`src/rtl/vga_timing_gen_if.sv`:
```
// Interface between the VGA timing master, the sprite renderers and the DAC pins.
// The master drives the scan coordinates and the registered pin outputs; pixel_in is the merged sprite colour.
interface vga_timing_gen_if;
    logic [7:0]  pixel_in;
    logic [10:0] hc;
    logic [10:0] vc;
    logic        pix_tick;
    logic        frame_start;
    logic        hsync;
    logic        vsync;
    logic        video_on;
    logic [2:0]  R;
    logic [2:0]  G;
    logic [1:0]  B;

    modport master (
        input  pixel_in,
        output hc, vc, pix_tick, frame_start, hsync, vsync, video_on, R, G, B
    );

    modport slave (
        output pixel_in,
        input  hc, vc, pix_tick, frame_start, hsync, vsync, video_on, R, G, B
    );
endinterface

```
`src/rtl/vga_timing_gen.sv`:
```
// 640x480 pixel-timing master: pixel-tick divider, hc/vc scan counters, registered sync/colour pins.
// Optional build macro VGA_BORDER_EN draws a one-pixel white frame around the active area.
module vga_timing_gen #(
    parameter int unsigned CLK_DIV = 2,
    parameter int unsigned H_TOTAL = 800,
    parameter int unsigned H_SYNC  = 96,
    parameter int unsigned H_BP    = 144,
    parameter int unsigned H_FP    = 784,
    parameter int unsigned V_TOTAL = 521,
    parameter int unsigned V_SYNC  = 2,
    parameter int unsigned V_BP    = 31,
    parameter int unsigned V_FP    = 511
) (
    input logic             clk,
    input logic             rst_n,
    vga_timing_gen_if.master vga
);

    localparam int unsigned      DIV_W    = (CLK_DIV > 1) ? $clog2(CLK_DIV) : 1;
    localparam logic [DIV_W-1:0] DIV_LAST = DIV_W'(CLK_DIV - 1);
    localparam logic [10:0]      H_LAST   = 11'(H_TOTAL - 1);
    localparam logic [10:0]      V_LAST   = 11'(V_TOTAL - 1);
    localparam logic [10:0]      H_SYNC_C = 11'(H_SYNC);
    localparam logic [10:0]      H_BP_C   = 11'(H_BP);
    localparam logic [10:0]      H_FP_C   = 11'(H_FP);
    localparam logic [10:0]      V_SYNC_C = 11'(V_SYNC);
    localparam logic [10:0]      V_BP_C   = 11'(V_BP);
    localparam logic [10:0]      V_FP_C   = 11'(V_FP);

    logic [DIV_W-1:0] div_q;
    logic             div_wrap;
    logic [10:0]      hc_q, vc_q;
    logic [10:0]      hc_nxt, vc_nxt;
    logic             pix_tick_q;
    logic             frame_start_q;
    logic             hsync_q, vsync_q, video_on_q;
    logic [7:0]       rgb_q;
    logic             active;
    logic [7:0]       rgb_nxt;

    // pix_tick is the registered divider wrap; counters and the pin stage both
    // advance on the edge that ends the pix_tick clk.
    always_comb begin
        div_wrap = (div_q == DIV_LAST);
        hc_nxt   = hc_q;
        vc_nxt   = vc_q;
        if (pix_tick_q) begin
            if (hc_q == H_LAST) begin
                hc_nxt = '0;
                vc_nxt = (vc_q == V_LAST) ? '0 : vc_q + 11'd1;
            end else begin
                hc_nxt = hc_q + 11'd1;
            end
        end
    end

    always_comb begin
        active  = (hc_q >= H_BP_C) && (hc_q < H_FP_C) &&
                  (vc_q >= V_BP_C) && (vc_q < V_FP_C);
        rgb_nxt = active ? vga.pixel_in : '0;
`ifdef VGA_BORDER_EN
        if (active && ((hc_q == H_BP_C) || (hc_q == H_FP_C - 11'd1) ||
                       (vc_q == V_BP_C) || (vc_q == V_FP_C - 11'd1)))
            rgb_nxt = '1;
`else
`endif
    end

    // frame_start looks at the post-edge counters so it lines up with the
    // pix_tick clk whose closing edge loads hc=vc=0, for any CLK_DIV.
    always_ff @(posedge clk or negedge rst_n) begin
        if (!rst_n) begin
            div_q         <= '0;
            hc_q          <= '0;
            vc_q          <= '0;
            pix_tick_q    <= 1'b0;
            frame_start_q <= 1'b0;
            hsync_q       <= 1'b1;
            vsync_q       <= 1'b1;
            video_on_q    <= 1'b0;
            rgb_q         <= '0;
        end else begin
            div_q         <= div_wrap ? '0 : div_q + DIV_W'(1);
            pix_tick_q    <= div_wrap;
            frame_start_q <= div_wrap && (hc_nxt == H_LAST) && (vc_nxt == V_LAST);
            hc_q          <= hc_nxt;
            vc_q          <= vc_nxt;
            if (pix_tick_q) begin
                rgb_q      <= rgb_nxt;
                video_on_q <= active;
                hsync_q    <= !(hc_q < H_SYNC_C);
                vsync_q    <= !(vc_q < V_SYNC_C);
            end
        end
    end

    assign vga.hc          = hc_q;
    assign vga.vc          = vc_q;
    assign vga.pix_tick    = pix_tick_q;
    assign vga.frame_start = frame_start_q;
    assign vga.hsync       = hsync_q;
    assign vga.vsync       = vsync_q;
    assign vga.video_on    = video_on_q;
    assign vga.R           = rgb_q[7:5];
    assign vga.G           = rgb_q[4:2];
    assign vga.B           = rgb_q[1:0];

endmodule
```
`src/flat_wrapper.sv`:
```
// flat-port wrapper written by rule: the top's interface ports become plain ports
module vga_timing_gen_flat 
#(
    parameter int unsigned CLK_DIV = 2,
    parameter int unsigned H_TOTAL = 800,
    parameter int unsigned H_SYNC  = 96,
    parameter int unsigned H_BP    = 144,
    parameter int unsigned H_FP    = 784,
    parameter int unsigned V_TOTAL = 521,
    parameter int unsigned V_SYNC  = 2,
    parameter int unsigned V_BP    = 31,
    parameter int unsigned V_FP    = 511
)
  (clk, rst_n, vga_pixel_in, vga_hc, vga_vc, vga_pix_tick, vga_frame_start, vga_hsync, vga_vsync, vga_video_on, vga_R, vga_G, vga_B);
  vga_timing_gen_if vga_i ();
  input logic clk;
  input logic rst_n;
  input wire logic [$bits(vga_i.pixel_in)-1:0] vga_pixel_in;
  output wire logic [$bits(vga_i.hc)-1:0] vga_hc;
  output wire logic [$bits(vga_i.vc)-1:0] vga_vc;
  output wire logic [$bits(vga_i.pix_tick)-1:0] vga_pix_tick;
  output wire logic [$bits(vga_i.frame_start)-1:0] vga_frame_start;
  output wire logic [$bits(vga_i.hsync)-1:0] vga_hsync;
  output wire logic [$bits(vga_i.vsync)-1:0] vga_vsync;
  output wire logic [$bits(vga_i.video_on)-1:0] vga_video_on;
  output wire logic [$bits(vga_i.R)-1:0] vga_R;
  output wire logic [$bits(vga_i.G)-1:0] vga_G;
  output wire logic [$bits(vga_i.B)-1:0] vga_B;
  assign vga_i.pixel_in = vga_pixel_in;
  assign vga_hc = vga_i.hc;
  assign vga_vc = vga_i.vc;
  assign vga_pix_tick = vga_i.pix_tick;
  assign vga_frame_start = vga_i.frame_start;
  assign vga_hsync = vga_i.hsync;
  assign vga_vsync = vga_i.vsync;
  assign vga_video_on = vga_i.video_on;
  assign vga_R = vga_i.R;
  assign vga_G = vga_i.G;
  assign vga_B = vga_i.B;
  vga_timing_gen #(.CLK_DIV(CLK_DIV), .H_TOTAL(H_TOTAL), .H_SYNC(H_SYNC), .H_BP(H_BP), .H_FP(H_FP), .V_TOTAL(V_TOTAL), .V_SYNC(V_SYNC), .V_BP(V_BP), .V_FP(V_FP)) u_core (.clk(clk), .rst_n(rst_n), .vga(vga_i));
endmodule
```
`config.mk`:
```
export PLATFORM = sky130hd
export DESIGN_NAME = vga_timing_gen_flat
export DESIGN_NICKNAME = d
export VERILOG_FILES = /design/src/rtl/vga_timing_gen_if.sv /design/src/rtl/vga_timing_gen.sv /design/src/flat_wrapper.sv
export SDC_FILE = /design/constraint.sdc
export NUM_CORES = 1
export LEC_CHECK = 0
export ABC_AREA = 1
export CAP_MARGIN = 30
export CORE_ASPECT_RATIO = 0.9
export CORE_MARGIN = 2
export CORE_UTILIZATION = 40
export DETAILED_ROUTE_END_ITERATION = 10
export PLACE_DENSITY = 0.73
export SYNTH_ARGS = -nofsm -noshare
export SYNTH_HDL_FRONTEND = slang
export SYNTH_SLANG_ARGS = --single-unit
```
`constraint.sdc`:
```
create_clock -name clk -period 2.35 [get_ports clk]
set_input_delay 0.235 -clock clk [delete_from_list [all_inputs] [get_ports clk]]
set_output_delay 0.235 -clock clk [all_outputs]
set_load 0.01 [all_outputs]
```
==> flow_metrics.tcl, run 1 <==
set metrics [dict create \
    min_path_type "in2async" \
    p_clk_share_pct 41.2 \
    fillers 501 \
    avgRoutedWirePerCell_um 13.02 \
    timing_hold_violations_final 0 \
    globalRouteTotalUtil_pct 20.00 \
    first_pass_iters 5 \
    core_um2 5224 \
    grt_pass1_vias 1897 \
    synth_compound_area_share_pct 6.678 \
    port_buffers 44 \
    vias 2099 \
    cts_inserted_buffers 5 \
    p_sw_share_pct 20.73 \
    pwr_density_cell_nw_per_um2 397.1 \
    finalClockSkew_ps 7.572 \
    peakVddDrop_v 0.0002513 \
    nNetsFinal 363 \
    period_minus_slack_ps 1924 \
    path_cells "nand2_2 > nor2_8 > inv_4 > nor2_8 > nand2_1 > nand2_1 > nand3_1 > nor2_1 > nand3_1 > nor3_2" \
    synth_xor_xnor_area_share_pct 0.8130 \
    finalCritPeriodShare_pct 81.86 \
    synth_fa_ha_area_share_pct 1.742 \
    max_cap_violations 0 \
    pin_count 45 \
    grt.busiest_layer "met2" \
    grt_first_pass_wirelength_um 9032 \
    p_comb_share_pct 2.5 \
    p_int_mw 0.8715 \
    ff2ff_path_depth 10 \
    maxSlewHeadroom_pct 46.56 \
    cts_buffer_depth 2 \
    end_kind "register" \
    synth.area.top_cells "dfrtp_1, nand2_1, inv_1, nand3_1, nor2_1" \
    synth_cell_types 33 \
    synth-simple-area-share_pct 38.15 \
    htreeDepth 2 \
    die_x_um 81.36 \
    area_growth_pct 28.51 \
    dieArea_um2 5990 \
    syn_nets 312 \
    yosysSeqAreaShare_pct 41.93 \
    leakage_nw 1.496 \
    power_switching_mw 0.2279 \
    critPathMaxStageDelay_ps 640 \
    grt_max_degree 37 \
    synth_seq_cells 36 \
    drc_errors 0 \
    path_clk_slew_ps 70 \
    synth_top_family_by_area "simple AND/OR/NAND/NOR gates" \
    reg2reg_setup_slack_ps 430 \
    die_h_um 73.63 \
    use_met1_pct 28.44 \
    synth.mux.area_fraction_pct 0 \
    yosys.area.top_type_share_pct 39.49 \
    setup_slack_ps 426.3 \
    crit_family "simple AND/OR/NAND/NOR gates" \
    drive_above_1_share_pct 11.40 \
    avgSynthCellArea_um2 7.206 \
    tns_ps 0 \
    rsz0062_at_grt "false" \
    crit_path_start_kind "register" \
    row_count 25 \
    wl_um 5443 \
    dr.first_iter.drc_count 220 \
    start_util_pct 41.25 \
    worst_pin_slew_ps 801.6 \
    use_met2_pct 29.78 \
    status "complete, no violations" \
    place.gp.congestion 0.8701 \
    cp_num_cells 10 \
    dp_hpwl_um 4152 \
    cts_resized 0 \
    dp_slack_ps 426.2 \
    viasPerCell 5.022 \
    critPathBufInv 1 \
    worstSetupPathType "reg2reg" \
    drv_slew 0 \
    grt-ovfl-total 0 \
    seqPwrFrac_pct 56.4 \
    cts_tree "built" \
    postRouteAntennaNets 0 \
    clk_latency_ps 290 \
    path_max_fanout 13 \
    postCtsSetupRepairBufs 0 \
    fmax_mhz 519.8 \
    grt_use_met3_pct 4.545 \
    cp_slowest_cell "dfrtp_1" \
    arrival_ps 2130 \
    synth_edf_count 0 \
    cts_sinks 36 \
    n_antenna_cell 0 \
    antenna_found_initial 0 \
    setup_viol 0 \
    ys_warn_count 0 \
    root_buffer "clkbuf_8" \
    netlist.top_cell.by_area "dfrtp_1" \
    synth-main-ff-cell "dfrtp_1" \
    syn_inst 299 \
    synthArstFlopShare_pct 100.0 \
    crit_required_ps 2560 \
    syn_area_um2 2155 \
    holdBufCountCts 0 \
]
==> cell usage in the layout, fill, tap and decap left out, types with 3 or more instances in the layout <==
cell and instances:
inv_2 5, o21ai_0 14, nand2_1 83, nand4_1 9, inv_1 49, buf_4 3
ha_1 3, dfrtp_1 34, nor2_1 30, clkbuf_8 6, nand2_2 8, nor2_2 4
clkdlybuf4s50_1 43, nor3_1 4, nand3_1 26, a21oi_1 3
==> layer usage <==
metal	up-vias	share of wire [%]
li1	1040	-
met1	958	46
met2	93	45
met3	8	7.2
met4	0	1.8
met5	-	0
==> worst paths after layout <==
kind                                          start                endpoint
worst max-delay path            u_core.vga.pix_tick  u_core.vga.frame_start
worst min-delay path                          rst_n        u_core.vga.vc[2]
worst max register to register  u_core.vga.pix_tick  u_core.vga.frame_start
worst min register to register         u_core.div_q     u_core.vga.pix_tick
max in group asynchronous                     rst_n        u_core.vga.vc[9]
min in group clk                       u_core.div_q     u_core.vga.pix_tick
==> worst reg2reg max path: stages (launching register included) <==
cell and delay (ps):
dfrtp_1 640, nand2_2 180, nor2_8 190, inv_4 70
nor2_8 190, nand2_1 80, nand2_1 80, nand3_1 120
nor2_1 110, nand3_1 90, nor3_2 100
==> cell usage after synthesis, types with 2 or more instances <==
master	count
nand3_2	2
a21oi_1	3
buf_2	2
dfrtp_1	34
nor2_2	4
o21ai_1	2
o21ai_0	14
xor2_1	2
dfstp_2	2
nand4_1	9
nand3_1	26
ha_1	3
nor3_2	2
nand2_2	8
nor2_8	2
nand2_1	83
inv_2	5
inv_1	49
nor2_1	30
nor3_1	4
==> kinds of logic after synthesis <==
group / count (synthesis)
simple gates: 174
fa+ha+maj: 3
xor+xnor: 2
compound gates: 25
flops: 36
buf+inv: 59
==> per-stage QoR <==
step / power, mW / cell area (um^2) / hold WS [ps] / util, % / cells
after floorplan: 0.6335 / 2155 / -60.59 / - / 299
after global placement: 0.6595 / 2679 / 364.8 / 51.28 / 410
after global routing: 1.140 / 2769 / 96.06 / 53.01 / 418
after detailed placement: 0.6603 / 2679 / 386.4 / 51.28 / 410
final: 1.099 / 2769 / 24.42 / 53.01 / 418
after CTS: 1.118 / 2769 / 62.53 / 53.01 / 418
==> power groups by stage <==
stage | combinational [mW] | clock, mW | sequential (mW)
floorplan | 0.00210 | 0 | 0.631
global placement | 0.0282 | 0 | 0.631
CTS | 0.0289 | 0.469 | 0.619
detailed placement | 0.0290 | 0 | 0.631
global route | 0.0316 | 0.489 | 0.619
finish | 0.0272 | 0.453 | 0.620
==> layout make-up <==
class | count | area (um^2) | area share (%)
Clock buffer | 8 | 90.09 | 3.253
Inverter | 56 | 212.7 | 7.682
Multi-Input combinational cell | 204 | 1021 | 36.87
Sequential cell | 36 | 903.4 | 32.63
Tap cell | 67 | 83.83 | 3.028
Timing Repair Buffer | 47 | 457.9 | 16.54
==> registers in the layout (all words and copies together), names as in the netlist <==
register and count:
u_core.vga.frame_start 1, u_core.rgb_q 8, u_core.vga.hsync 1, u_core.div_q 1, u_core.vga.vc 11, u_core.vga.vsync 1, u_core.vga.pix_tick 1, u_core.vga.video_on 1
u_core.vga.hc 11
Note: power is estimated with default switching activity, not from simulation.
==> inputs of run 2 (changes only) <==
==> constraint.sdc (replaced) <==
create_clock -name clk -period 1.9 [get_ports clk]
set_input_delay 0.19 -clock clk [delete_from_list [all_inputs] [get_ports clk]]
set_output_delay 0.19 -clock clk [all_outputs]
set_load 0.01 [all_outputs]
==> flow_metrics.tcl, run 2 (synthesis results as in run 1) <==
set metrics [dict create \
    die_h_um 73.63 \
    worstSetupPathType "reg2reg" \
    leakage_nw 1.565 \
    rsz0062_at_grt "true" \
    grt_first_pass_wirelength_um 9294 \
    core_um2 5224 \
    vias 2158 \
    nNetsFinal 376 \
    postCtsSetupRepairBufs 0 \
    final_cell_mix "nand2_1, inv_1, clkdlybuf4s50_1, dfrtp_1, nor2_1" \
    setup_slack_ps 100.6 \
    arrival_ps 2030 \
    pin_count 45 \
    critPathMaxStageDelay_ps 370 \
    maxSlewHeadroom_pct 46.61 \
    min_path_type "reg2reg" \
    port_buffers 44 \
    die_x_um 81.36 \
    max_cap_violations 0 \
    drive_above_1_share_pct 16.21 \
    root_buffer "clkbuf_8" \
    drv_slew 0 \
    period_minus_slack_ps 1799 \
    cts_tree "built" \
    grt_max_degree 37 \
    grt_pass1_vias 1987 \
    viasPerCell 5.007 \
    row_count 25 \
    cts_sinks 36 \
    place.gp.congestion 0.9823 \
    finalCritPeriodShare_pct 94.70 \
    dr.first_iter.drc_count 204 \
    finalClockSkew_ps 5.214 \
    crit_path_start_kind "register" \
    postRouteAntennaNets 0 \
    fmax_mhz 555.8 \
    dp_hpwl_um 4229 \
    drc_errors 0 \
    path_cells "ha_2 > nand2_2 > nor2_8 > inv_4 > nor2_8 > nand2_1 > nand2_1 > nand3_1 > nor2_1 > nand3_1 > nor3_2" \
    dieArea_um2 5990 \
    avgRoutedWirePerCell_um 12.89 \
    hold_slack_ps 412.6 \
    setup_viol 0 \
    htreeDepth 2 \
    crit_required_ps 2130 \
    grt-ovfl-total 0 \
    end_kind "register" \
    status "complete, no violations" \
    antenna_found_initial 0 \
    area_growth_pct 35.54 \
    clk_latency_ps 300 \
    pwr_density_cell_nw_per_um2 515.5 \
    n_antenna_cell 0 \
    timing_hold_violations_final 0 \
    path_clk_slew_ps 80 \
    cp_slowest_cell "dfrtp_1" \
    worst_pin_slew_ps 800.8 \
    path_max_fanout 8 \
    peakVddDrop_v 0.0002726 \
    crit_family "simple AND/OR/NAND/NOR gates" \
    critPathBufInv 1 \
    globalRouteTotalUtil_pct 20.47 \
    first_pass_iters 5 \
    dp_slack_ps 125.1 \
    start_util_pct 41.25 \
    cts_buffer_depth 2 \
    layout_commonest_cell "nand2_1" \
    cts_inserted_buffers 5 \
    wl_um 5557 \
]
## run 2: cell count changes in the layout (fill, tap and decap cells not counted), sizes merged
cell	before	now
buf	4	16
bufinv	0	1
clkbuf	8	5
clkinvlp	0	1
dlygate4sd3	0	1
inv	55	56
## run 2: worst paths after layout
check / startpoint / endpoint / slack, ps / cells past startpoint
setup reg to reg: u_core.vga.hc[0] / u_core.vga.frame_start / 100 / 11
hold / removal: u_core.div_q / u_core.vga.pix_tick / 410 / 0
setup / recovery: u_core.vga.hc[0] / u_core.vga.frame_start / 100 / 11
hold reg to reg: u_core.div_q / u_core.vga.pix_tick / 410 / 0
min in group asynchronous: rst_n / u_core.vga.vc[7] / 510 / 2
max in group asynchronous: rst_n / u_core.vga.hc[10] / 880 / 2
## run 2: where the power goes
part | leakage (nW) | internal, mW | switching, mW
logic | 1.03 | 0.0173 | 0.0182
registers | 0.481 | 0.766 | 0
clock network | 0.0548 | 0.395 | 0.309
total | 1.56 | 1.18 | 0.327
## run 2: area by class of cell
cell class / instances / area (um^2)
Clock inverter: 3 / 46.29
Timing Repair Buffer: 60 / 558.0
Inverter: 56 / 212.7
Fill cell: 476 / 2303
Sequential cell: 36 / 903.4
Multi-Input combinational cell: 204 / 1047
Clock buffer: 5 / 68.82
Tap cell: 67 / 83.83
## run 2: worst reg2reg max path, cell delays in order, from the launching register on
cell and delay [ps]:
dfrtp_1 370, ha_2 230, nand2_2 110, nor2_8 170, inv_4 70, nor2_8 180
nand2_1 90, nand2_1 80, nand3_1 110, nor2_1 120, nand3_1 90, nor3_2 100
## run 2: layer usage
metal  vias to the layer above  part of all wire (%)  GRT usage (%)
li1                       1070                     -              -
met1                      1004                    47          28.94
met2                        74                    45          29.96
met3                        10                   6.9          6.388
met4                         0                   1.3          6.215
met5                         -                     0              0
## run 2: metrics by stage
stage,utilization (%),cells,area [um^2],power (mW),TNS (ps)
after floorplan,-,299,2155,0.7836,0
after global placement,53.01,422,2769,0.8153,0
after detailed placement,53.01,422,2769,0.8163,0
after CTS,55.40,431,2894,1.517,0
after global routing,55.90,431,2920,1.569,-28.40
final,55.90,431,2920,1.505,0
## run 2: repair_timing
action,in CTS,in global routing
hold buffers,1,0
hold endpoints to repair,5,0
gates resized for setup,0,6
endpoints found under the setup margin,0,2
==> inputs of run 3 (changes only) <==
--- a/config.mk
+++ b/config.mk
@@ -11,7 +11,9 @@
 export CORE_MARGIN = 2
 export CORE_UTILIZATION = 40
 export DETAILED_ROUTE_END_ITERATION = 10
-export PLACE_DENSITY = 0.73
+export DONT_BUFFER_PORTS = 1
+export PLACE_DENSITY = 0.62
+export REMOVE_ABC_BUFFERS = 1
 export SYNTH_ARGS = -nofsm -noshare
 export SYNTH_HDL_FRONTEND = slang
 export SYNTH_SLANG_ARGS = --single-unit
==> flow_metrics.tcl, run 3 (synthesis results as in run 1) <==
set metrics [dict create \
    status "complete, no violations" \
    postRouteAntennaNets 0 \
    end_kind "register" \
    dp_hpwl_um 4281 \
    die_h_um 73.63 \
    stdcell_area_um2 2531 \
    cts_buffer_depth 2 \
    area_growth_pct 17.48 \
    postCtsSetupRepairBufs 0 \
    clk_latency_ps 290 \
    start_util_pct 41.25 \
    vias 1987 \
    cts_inserted_buffers 5 \
    path_max_fanout 6 \
    core_um2 5224 \
    drc_errors 0 \
    post_dp_cell_area_um2 2356 \
    first_pass_iters 4 \
    cts_tree "built" \
    drv_slew 0 \
    grt-ovfl-total 0 \
    worst_pin_slew_ps 397.5 \
    cts_sinks 36 \
    r2r_start "u_core.vga.hc[2]" \
    power_mw 1.381 \
    place.gp.congestion 0.9171 \
    register_area_um2 903.4 \
    period_minus_slack_ps 1847 \
    arrival_ps 2070 \
    timing_hold_violations_final 0 \
    finalClockSkew_ps 9.046 \
    wl_um 5745 \
    crit_path_start_kind "register" \
    htreeDepth 2 \
    layout_commonest_cell "nand2_1" \
    viasPerCell 5.082 \
    path_clk_slew_ps 80 \
    fmax_mhz 541.4 \
    cp_slowest_cell "dfrtp_1" \
    rsz0062_at_grt "true" \
    pin_count 45 \
    port_buffers 0 \
    dieArea_um2 5990 \
    setup_viol 0 \
    globalRouteTotalUtil_pct 20.70 \
    crit_family "simple AND/OR/NAND/NOR gates" \
    worstSetupPathType "reg2reg" \
    pwr_density_cell_nw_per_um2 545.6 \
    n_antenna_cell 0 \
    finalCritPeriodShare_pct 97.22 \
    grt_first_pass_wirelength_um 9183 \
    max_cap_violations 0 \
    min_from "vga_pixel_in[2]" \
    postLayoutCoreUtil_pct 48.46 \
    fillers 531 \
    crit_required_ps 2120 \
    final_cell_mix "nand2_1, inv_1, dfrtp_1, nor2_1, nand3_1" \
    avgRoutedWirePerCell_um 14.69 \
    antenna_found_initial 0 \
    die_x_um 81.36 \
    grt_max_degree 37 \
    leakage_nw 1.431 \
    dr.first_iter.drc_count 204 \
    crit_start "u_core.vga.hc[2]" \
    peakVddDrop_v 0.0002581 \
    root_buffer "clkbuf_8" \
    multi_input_area_um2 1069 \
    drive_above_1_share_pct 19.75 \
    nNetsFinal 336 \
    critPathMaxStageDelay_ps 530 \
    maxSlewHeadroom_pct 73.28 \
    path_cells "nand2_1 > nor2_1 > nand2_1 > inv_1 > nand2_1 > nand3_1 > nand3_1 > nor2_1 > nand3_1 > nor3_2" \
    row_count 25 \
    grt_pass1_vias 1880 \
    critPathBufInv 1 \
    min_path_type "in2reg" \
]
run 3: what timing repair did:
item,4_1_cts,5_1_grt
endpoints found under the setup margin,0,10
endpoints found under the hold margin,36,0
gates resized for setup,0,11
hold buffers,2,0
run 3: report_power, final:
part / internal (mW) / switching, mW
Sequential: 0.766 / 0
Combinational: 0.00697 / 0.0171
Clock: 0.294 / 0.298
Total: 1.07 / 0.315
run 3: path summary, 6_finish.rpt:
path	depth (start not counted)	to	slack, ps
min	2	u_core.rgb_q[2]	30
max	10	u_core.vga.frame_start	50
min in group asynchronous	2	u_core.vga.frame_start	400
min reg2reg	0	u_core.vga.pix_tick	420
max reg2reg	10	u_core.vga.frame_start	50
max in group asynchronous	2	u_core.vga.hsync	1260
run 3: metal layers:
metal | part of all wire (%) | global-route usage, % | vias to the layer above
li1 | - | - | 979
met1 | 45 | 28.32 | 935
met2 | 46 | 31.06 | 65
met3 | 6.9 | 6.265 | 8
met4 | 1.7 | 7.345 | 0
met5 | 0 | 0 | -
run 3: layout make-up:
class	count	area share (%)
Clock inverter	2	0.5932
Sequential cell	36	35.69
Multi-Input combinational cell	204	42.21
Inverter	56	8.403
Clock buffer	6	3.262
Timing Repair Buffer	20	6.525
Tap cell	67	3.312
run 3: worst reg2reg max path: stages, from the launching register on:
cell,delay (ps)
dfrtp_1,530
nand2_1,110
nor2_1,210
nand2_1,150
inv_1,110
nand2_1,60
nand3_1,90
nand3_1,80
nor2_1,200
nand3_1,140
nor3_2,110
run 3: metrics by stage:
stage	cells	setup slack (ps)	hold WS, ps	setup TNS (ps)
final	391	52.90	33.98	0
after global routing	391	-43.80	42.52	-43.80
after CTS	391	38.32	23.87	0
after detailed placement	381	12.99	-104.7	0
after global placement	381	3.002	-104.5	0
after floorplan	296	186.5	-105.6	0
